===== config.mk =====
export PLATFORM = sky130hd
export DESIGN_NAME = logic_unit_acc
export DESIGN_NICKNAME = d
export VERILOG_FILES = /design/src/rtl/logic_unit_acc.sv
export SDC_FILE = /design/constraint.sdc
export NUM_CORES = 1
export LEC_CHECK = 0
export CORE_MARGIN = 8
export CORE_UTILIZATION = 40
export DETAILED_ROUTE_END_ITERATION = 8
export GPL_TIMING_DRIVEN = 0
export PLACE_DENSITY = 0.57
export SKIP_CTS_REPAIR_TIMING = 1
export SLEW_MARGIN = 20
export SYNTH_ARGS = -nofsm -noshare
export SYNTH_HDL_FRONTEND = slang
export SYNTH_SLANG_ARGS = --single-unit

===== constraint.sdc =====
create_clock -name clk -period 2.2 [get_ports clk]
set_input_delay 0.44 -clock clk [delete_from_list [all_inputs] [get_ports clk]]
set_output_delay 0.44 -clock clk [all_outputs]
set_load 0.01 [all_outputs]

===== src/rtl/logic_unit_acc.sv =====
// Registered WIDTH-bit logic unit with valid/ready handshake and a multi-beat reduce mode.
// Optional o_par output (registered parity of o) is enabled by defining LOGIC_PARITY_EN.
module logic_unit_acc #(
  parameter int WIDTH   = 8,
  parameter int BEATS_W = 4
) (
  input  logic               clk,
  input  logic               reset_n,
  input  logic               in_valid,
  output logic               in_ready,
  input  logic [2:0]         op,
  input  logic               reduce,
  input  logic [BEATS_W-1:0] len,
  input  logic [WIDTH-1:0]   i0,
  input  logic [WIDTH-1:0]   i1,
  input  logic [WIDTH-1:0]   sel,
  output logic               out_valid,
  input  logic               out_ready,
  output logic [WIDTH-1:0]   o
`ifdef LOGIC_PARITY_EN
  ,
  output logic               o_par
`endif
);

  typedef enum logic {S_IDLE = 1'b0, S_ACC = 1'b1} state_t;

  state_t             r_state;
  state_t             w_state_nxt;
  logic               r_out_valid;
  logic [WIDTH-1:0]   r_o;
  logic [WIDTH-1:0]   r_acc;
  logic [BEATS_W-1:0] r_cnt;
  logic [BEATS_W-1:0] r_len;
  logic [2:0]         r_op;

  logic               w_accept;
  logic               w_load;
  logic [WIDTH-1:0]   w_o_nxt;
  logic               w_acc_load;
  logic [WIDTH-1:0]   w_acc_nxt;
  logic [BEATS_W-1:0] w_cnt_nxt;
  logic               w_latch;
  logic [WIDTH-1:0]   w_fold;

  // base op selected by op mod 3: AND, OR, XOR
  function automatic logic [WIDTH-1:0] base_f(input logic [2:0] f_op,
                                               input logic [WIDTH-1:0] a,
                                               input logic [WIDTH-1:0] b);
    logic [WIDTH-1:0] res;
    case (f_op)
      3'd0, 3'd3: res = a & b;
      3'd1, 3'd4: res = a | b;
      default:    res = a ^ b;
    endcase
    return res;
  endfunction

  function automatic logic [WIDTH-1:0] logic_f(input logic [2:0] f_op,
                                                input logic [WIDTH-1:0] a,
                                                input logic [WIDTH-1:0] b,
                                                input logic [WIDTH-1:0] s);
    logic [WIDTH-1:0] res;
    case (f_op)
      3'd6:    res = ~a;
      3'd7:    res = (s & b) | (~s & a);
      3'd3,
      3'd4,
      3'd5:    res = ~base_f(f_op, a, b);
      default: res = base_f(f_op, a, b);
    endcase
    return res;
  endfunction

  assign in_ready  = !r_out_valid | out_ready;
  assign w_accept  = in_valid & in_ready;
  assign out_valid = r_out_valid;
  assign o         = r_o;
  assign w_fold    = base_f(r_op, r_acc, i0);

  always_comb begin
    w_state_nxt = r_state;
    w_load      = 1'b0;
    w_o_nxt     = r_o;
    w_acc_load  = 1'b0;
    w_acc_nxt   = r_acc;
    w_cnt_nxt   = r_cnt;
    w_latch     = 1'b0;
    if (w_accept) begin
      if (r_state == S_IDLE) begin
        if (reduce && (op <= 3'd5)) begin
          w_latch    = 1'b1;
          w_acc_load = 1'b1;
          w_acc_nxt  = base_f(op, i0, i1);
          w_cnt_nxt  = '0;
          if (len == '0) begin
            // one-beat stream: result is simply the single op on (i0,i1)
            w_load  = 1'b1;
            w_o_nxt = logic_f(op, i0, i1, sel);
          end else begin
            w_state_nxt = S_ACC;
          end
        end else begin
          w_load  = 1'b1;
          w_o_nxt = logic_f(op, i0, i1, sel);
        end
      end else begin
        w_acc_load = 1'b1;
        w_acc_nxt  = w_fold;
        w_cnt_nxt  = r_cnt + 1'b1;
        if (r_cnt == r_len - 1'b1) begin
          w_load      = 1'b1;
          w_o_nxt     = (r_op >= 3'd3) ? ~w_fold : w_fold;
          w_state_nxt = S_IDLE;
        end
      end
    end
  end

  always_ff @(posedge clk or negedge reset_n) begin
    if (!reset_n) r_state <= S_IDLE;
    else          r_state <= w_state_nxt;
  end

  always_ff @(posedge clk or negedge reset_n) begin
    if (!reset_n) begin
      r_out_valid <= 1'b0;
      r_o         <= '0;
      r_acc       <= '0;
      r_cnt       <= '0;
      r_len       <= '0;
      r_op        <= '0;
    end else begin
      if (w_load)            r_out_valid <= 1'b1;
      else if (out_ready)    r_out_valid <= 1'b0;
      if (w_load)            r_o         <= w_o_nxt;
      if (w_acc_load) begin
        r_acc <= w_acc_nxt;
        r_cnt <= w_cnt_nxt;
      end
      if (w_latch) begin
        r_op  <= op;
        r_len <= len;
      end
    end
  end

`ifdef LOGIC_PARITY_EN
  logic r_par;
  always_ff @(posedge clk or negedge reset_n) begin
    if (!reset_n)    r_par <= 1'b0;
    else if (w_load) r_par <= ^w_o_nxt;
  end
  assign o_par = r_par;
`endif

endmodule


==> reports/results.txt <==
The flow ran to the end, and the final reports show no timing, DRC or antenna violations. The total leakage power was 1.85 nW. The max-cap check violation count is 0. The pre-CTS setup slack came out at -0.462 ns. Once detail routing completed, the nets flagged for antenna violations numbered 0. The first global-routing pass estimated 16.2 mm of wire. Insertion delay of the later-clocked pin in the worst-skew pair: 0.28 ns. The post-route netlist has 14.8% of its cells at a drive strength greater than 1. The share of flip-flops with an asynchronous set or reset after synthesis came out at 100%.

Of all nets on the critical path, the largest fanout is 10. The flip-flop and latch count after synthesis is 29, and the total wire length is 10.1 mm. The logs give 0 for the overall overflow remaining after global route and 0.00276 ns for the post-route clock skew.

The minimum period implied by the final worst setup slack is 2.16 ns, and the worst IR drop on VDD is 740 uV. In this run the number of H-tree levels came out at 2. Element type at the critical path start: an input port. Detailed placement finished with a half-perimeter wire length of 7.87 mm. The repair_antennas step left the layout with diodes totalling 0.

The post-CTS clock slew at the launch and capture registers of the worst setup and hold paths was 0.06 ns; the final-report hold violation count was 0. The total count of max-transition violations in the final report is 0, and the mean number of vias per cell is 5.62. The tools report the number of optimization iterations in the first detailed-route pass as 5. Summing internal, switching and leakage power gives 4.74 mW. Data on the critical path arrives at its endpoint at 2.32 ns. The tools report the area of the mapped netlist as 3340 sq um. The floorplan step set the die width to 107 microns. Number of rows in the core area: 33. For the total of warnings raised by yosys, the log shows 0.

The post-synthesis to final-layout area growth came out at 24.2%. The type of the tightest min-delay check was in2async. Number of I/O port buffers: 44. The netlist uses 58 different library cells.

For the count of filler cells inserted in the layout, the log shows 831. The number of placed I/O pins is 46, and the number of buffers added by the clock tree synthesis step is 5. The logs give 542 for the final net count and 17.2% for the all-layer global routing usage.

The via count of the first global-routing pass was 3,191. In the routed design, unresolved DRC markers number 0. TritonCTS built the clock tree. The initial antenna violation count came out at 0.

The most common cell after layout, fill and taps aside was sky130_fd_sc_hd__inv_1. The die covers 11,500 sq um. The run gives 0.922 as the placer congestion estimate.

The worst setup path is captured at a flip-flop. The share of the Yosys chip area taken by registers is 21.7%. Measured against its own limit, the worst slew margin works out to 55.7%. The synthesized net count was 487; the wire length per cell after detailed routing was 17.4 microns.

For this run, the leading register cell type out of synthesis is sky130_fd_sc_hd__dfrtp_1. At the worst endpoint, the required time is 2.35 ns. Setup violations remaining at the end of the flow were counted as 0. The run gives 30 as the pin count of the biggest net entering global routing.

In the synthesized netlist, the number of instances is 417. For the highest attainable clock frequency, the log shows 462 MHz. Dividing the final minimum period by the clock period gives 98.4%.

After the first detailed-routing iteration, the DRC count stood at 180. The sink count of the clock tree was 29. In this run the deepest clock path goes through 2 buffers. At the pin with the least slew margin, the transition time is 0.660 ns. For this design the ratio of total power to cell area is 1140 nW/um^2. The chip height was 107 microns. The worst setup path is of the in2reg kind.

The number of enable flip-flop cells after synthesis works out to 0. Setup repair after global routing could not meet its margin everywhere. In this run the standard cell core region covers 8180 sq um. Across all setup checks in the final design, the least slack found is 0.0359 ns.

The root buffer cell chosen for the clock tree is sky130_fd_sc_hd__clkbuf_8. Across all layers, the routed design uses 3,251 vias. Leaving out fill and tap cells, the most frequent cells in the layout are 41 x sky130_fd_sc_hd__inv_1, 38 x sky130_fd_sc_hd__nand2_1, 35 x sky130_fd_sc_hd__clkdlybuf4s50_1.

Dividing the synthesized area by the synthesized cell count gives 8.02 sq um. The initial utilization of the core area, before any placement, comes to 40.9%.
cell usage after synthesis (all sizes together), types with 5 or more instances:
master / number / area [sq um]
a211oi: 12 / 118
nand2: 40 / 153
nand2b: 11 / 68.8
nor2: 17 / 63.8
a22o: 5 / 43.8
a21oi: 25 / 125
mux2i: 11 / 110
a221oi: 5 / 62.6
dfrtp: 29 / 726
mux2: 5 / 56.3
a31oi: 5 / 31.3
o32ai: 9 / 78.8
buf: 21 / 154
inv: 41 / 154
nor3: 11 / 55.1
o21ai: 38 / 190
nand3: 7 / 35.0
ha: 34 / 425
nor2b: 10 / 62.6
o211ai: 7 / 52.6
or2: 5 / 31.3
xor2: 5 / 43.8
o22ai: 14 / 87.6
path summary, 6_finish.rpt:
path	from	endpoint	slack, ns	cells past startpoint
hold reg to reg	o[5]	o[5]	0.50	2
setup / recovery	op[2]	o[7]	0.04	9
max in group asynchronous	reset_n	r_op[0]	1.59	1
hold / removal	reset_n	r_acc[2]	0.19	1
setup reg to reg	r_len[0]	o[7]	0.19	8
min in group clk	o[5]	o[5]	0.50	2
cell families after synthesis:
kind of cell	synth area share [%]
fa+ha+maj	12.7
simple gates	16.7
mux	4.98
compound gates	32.1
flops	21.7
buf+inv	9.77
xor+xnor	2.10
metrics by stage:
stage          hold slack [ns]  setup TNS [ns]  util [%]  cells  cell area [sq um]
4_1_cts                  0.208           -1.11      49.1    574               4010
2_1_floorplan            0.144               0         -    417               3340
3_5_place_dp             0.482           -5.09      47.8    566               3910
3_3_place_gp             0.480           -5.21      47.9    566               3920
6_report                 0.186               0      50.8    578               4150
5_1_grt                  0.238         -0.0779      50.8    578               4150
worst max-delay path, stage by stage:
cell	delay (ns)
sky130_fd_sc_hd__clkdlybuf4s50_1	0.44
sky130_fd_sc_hd__buf_6	0.16
sky130_fd_sc_hd__clkbuf_4	0.20
sky130_fd_sc_hd__nor4b_1	0.33
sky130_fd_sc_hd__a31oi_1	0.10
sky130_fd_sc_hd__nand3_2	0.14
sky130_fd_sc_hd__a21oi_2	0.05
sky130_fd_sc_hd__o32ai_2	0.34
sky130_fd_sc_hd__o31ai_1	0.12
state kept, by name (all words and copies together), names as in the netlist:
register   cells
o              8
out_valid      1
r_acc          8
r_cnt          4
r_len          4
r_op           3
r_state        1
final cells by class:
| class | count | area (sq um) | area share, % |
|---|---|---|---|
| plain buffers | 25 | 180 | 4.34 |
| clock buffers | 7 | 96.3 | 2.32 |
| clock inverters | 1 | 5.00 | 0.121 |
| inverters | 42 | 158 | 3.80 |
| multi-input cells | 321 | 2370 | 57.1 |
| flip-flops and latches | 29 | 726 | 17.5 |
| well taps | 105 | 131 | 3.16 |
| repair buffers | 48 | 485 | 11.7 |
layer usage:
layer,routed length [microns],GRT usage [%]
met1,4730,23.2
met2,4640,28.1
met3,575,2.40
met5,0,0
met4,112,4.76
where the power goes:
| part | total (mW) | leakage [nW] | switching, mW | internal [mW] |
|---|---|---|---|---|
| Combinational | 3.23 | 1.45 | 1.75 | 1.48 |
| Sequential | 1.04 | 0.346 | 0.236 | 0.802 |
| Clock | 0.481 | 0.0542 | 0.199 | 0.282 |
| Total | 4.74 | 1.85 | 2.18 | 2.56 |
Note: power is estimated with default switching activity, not from simulation.
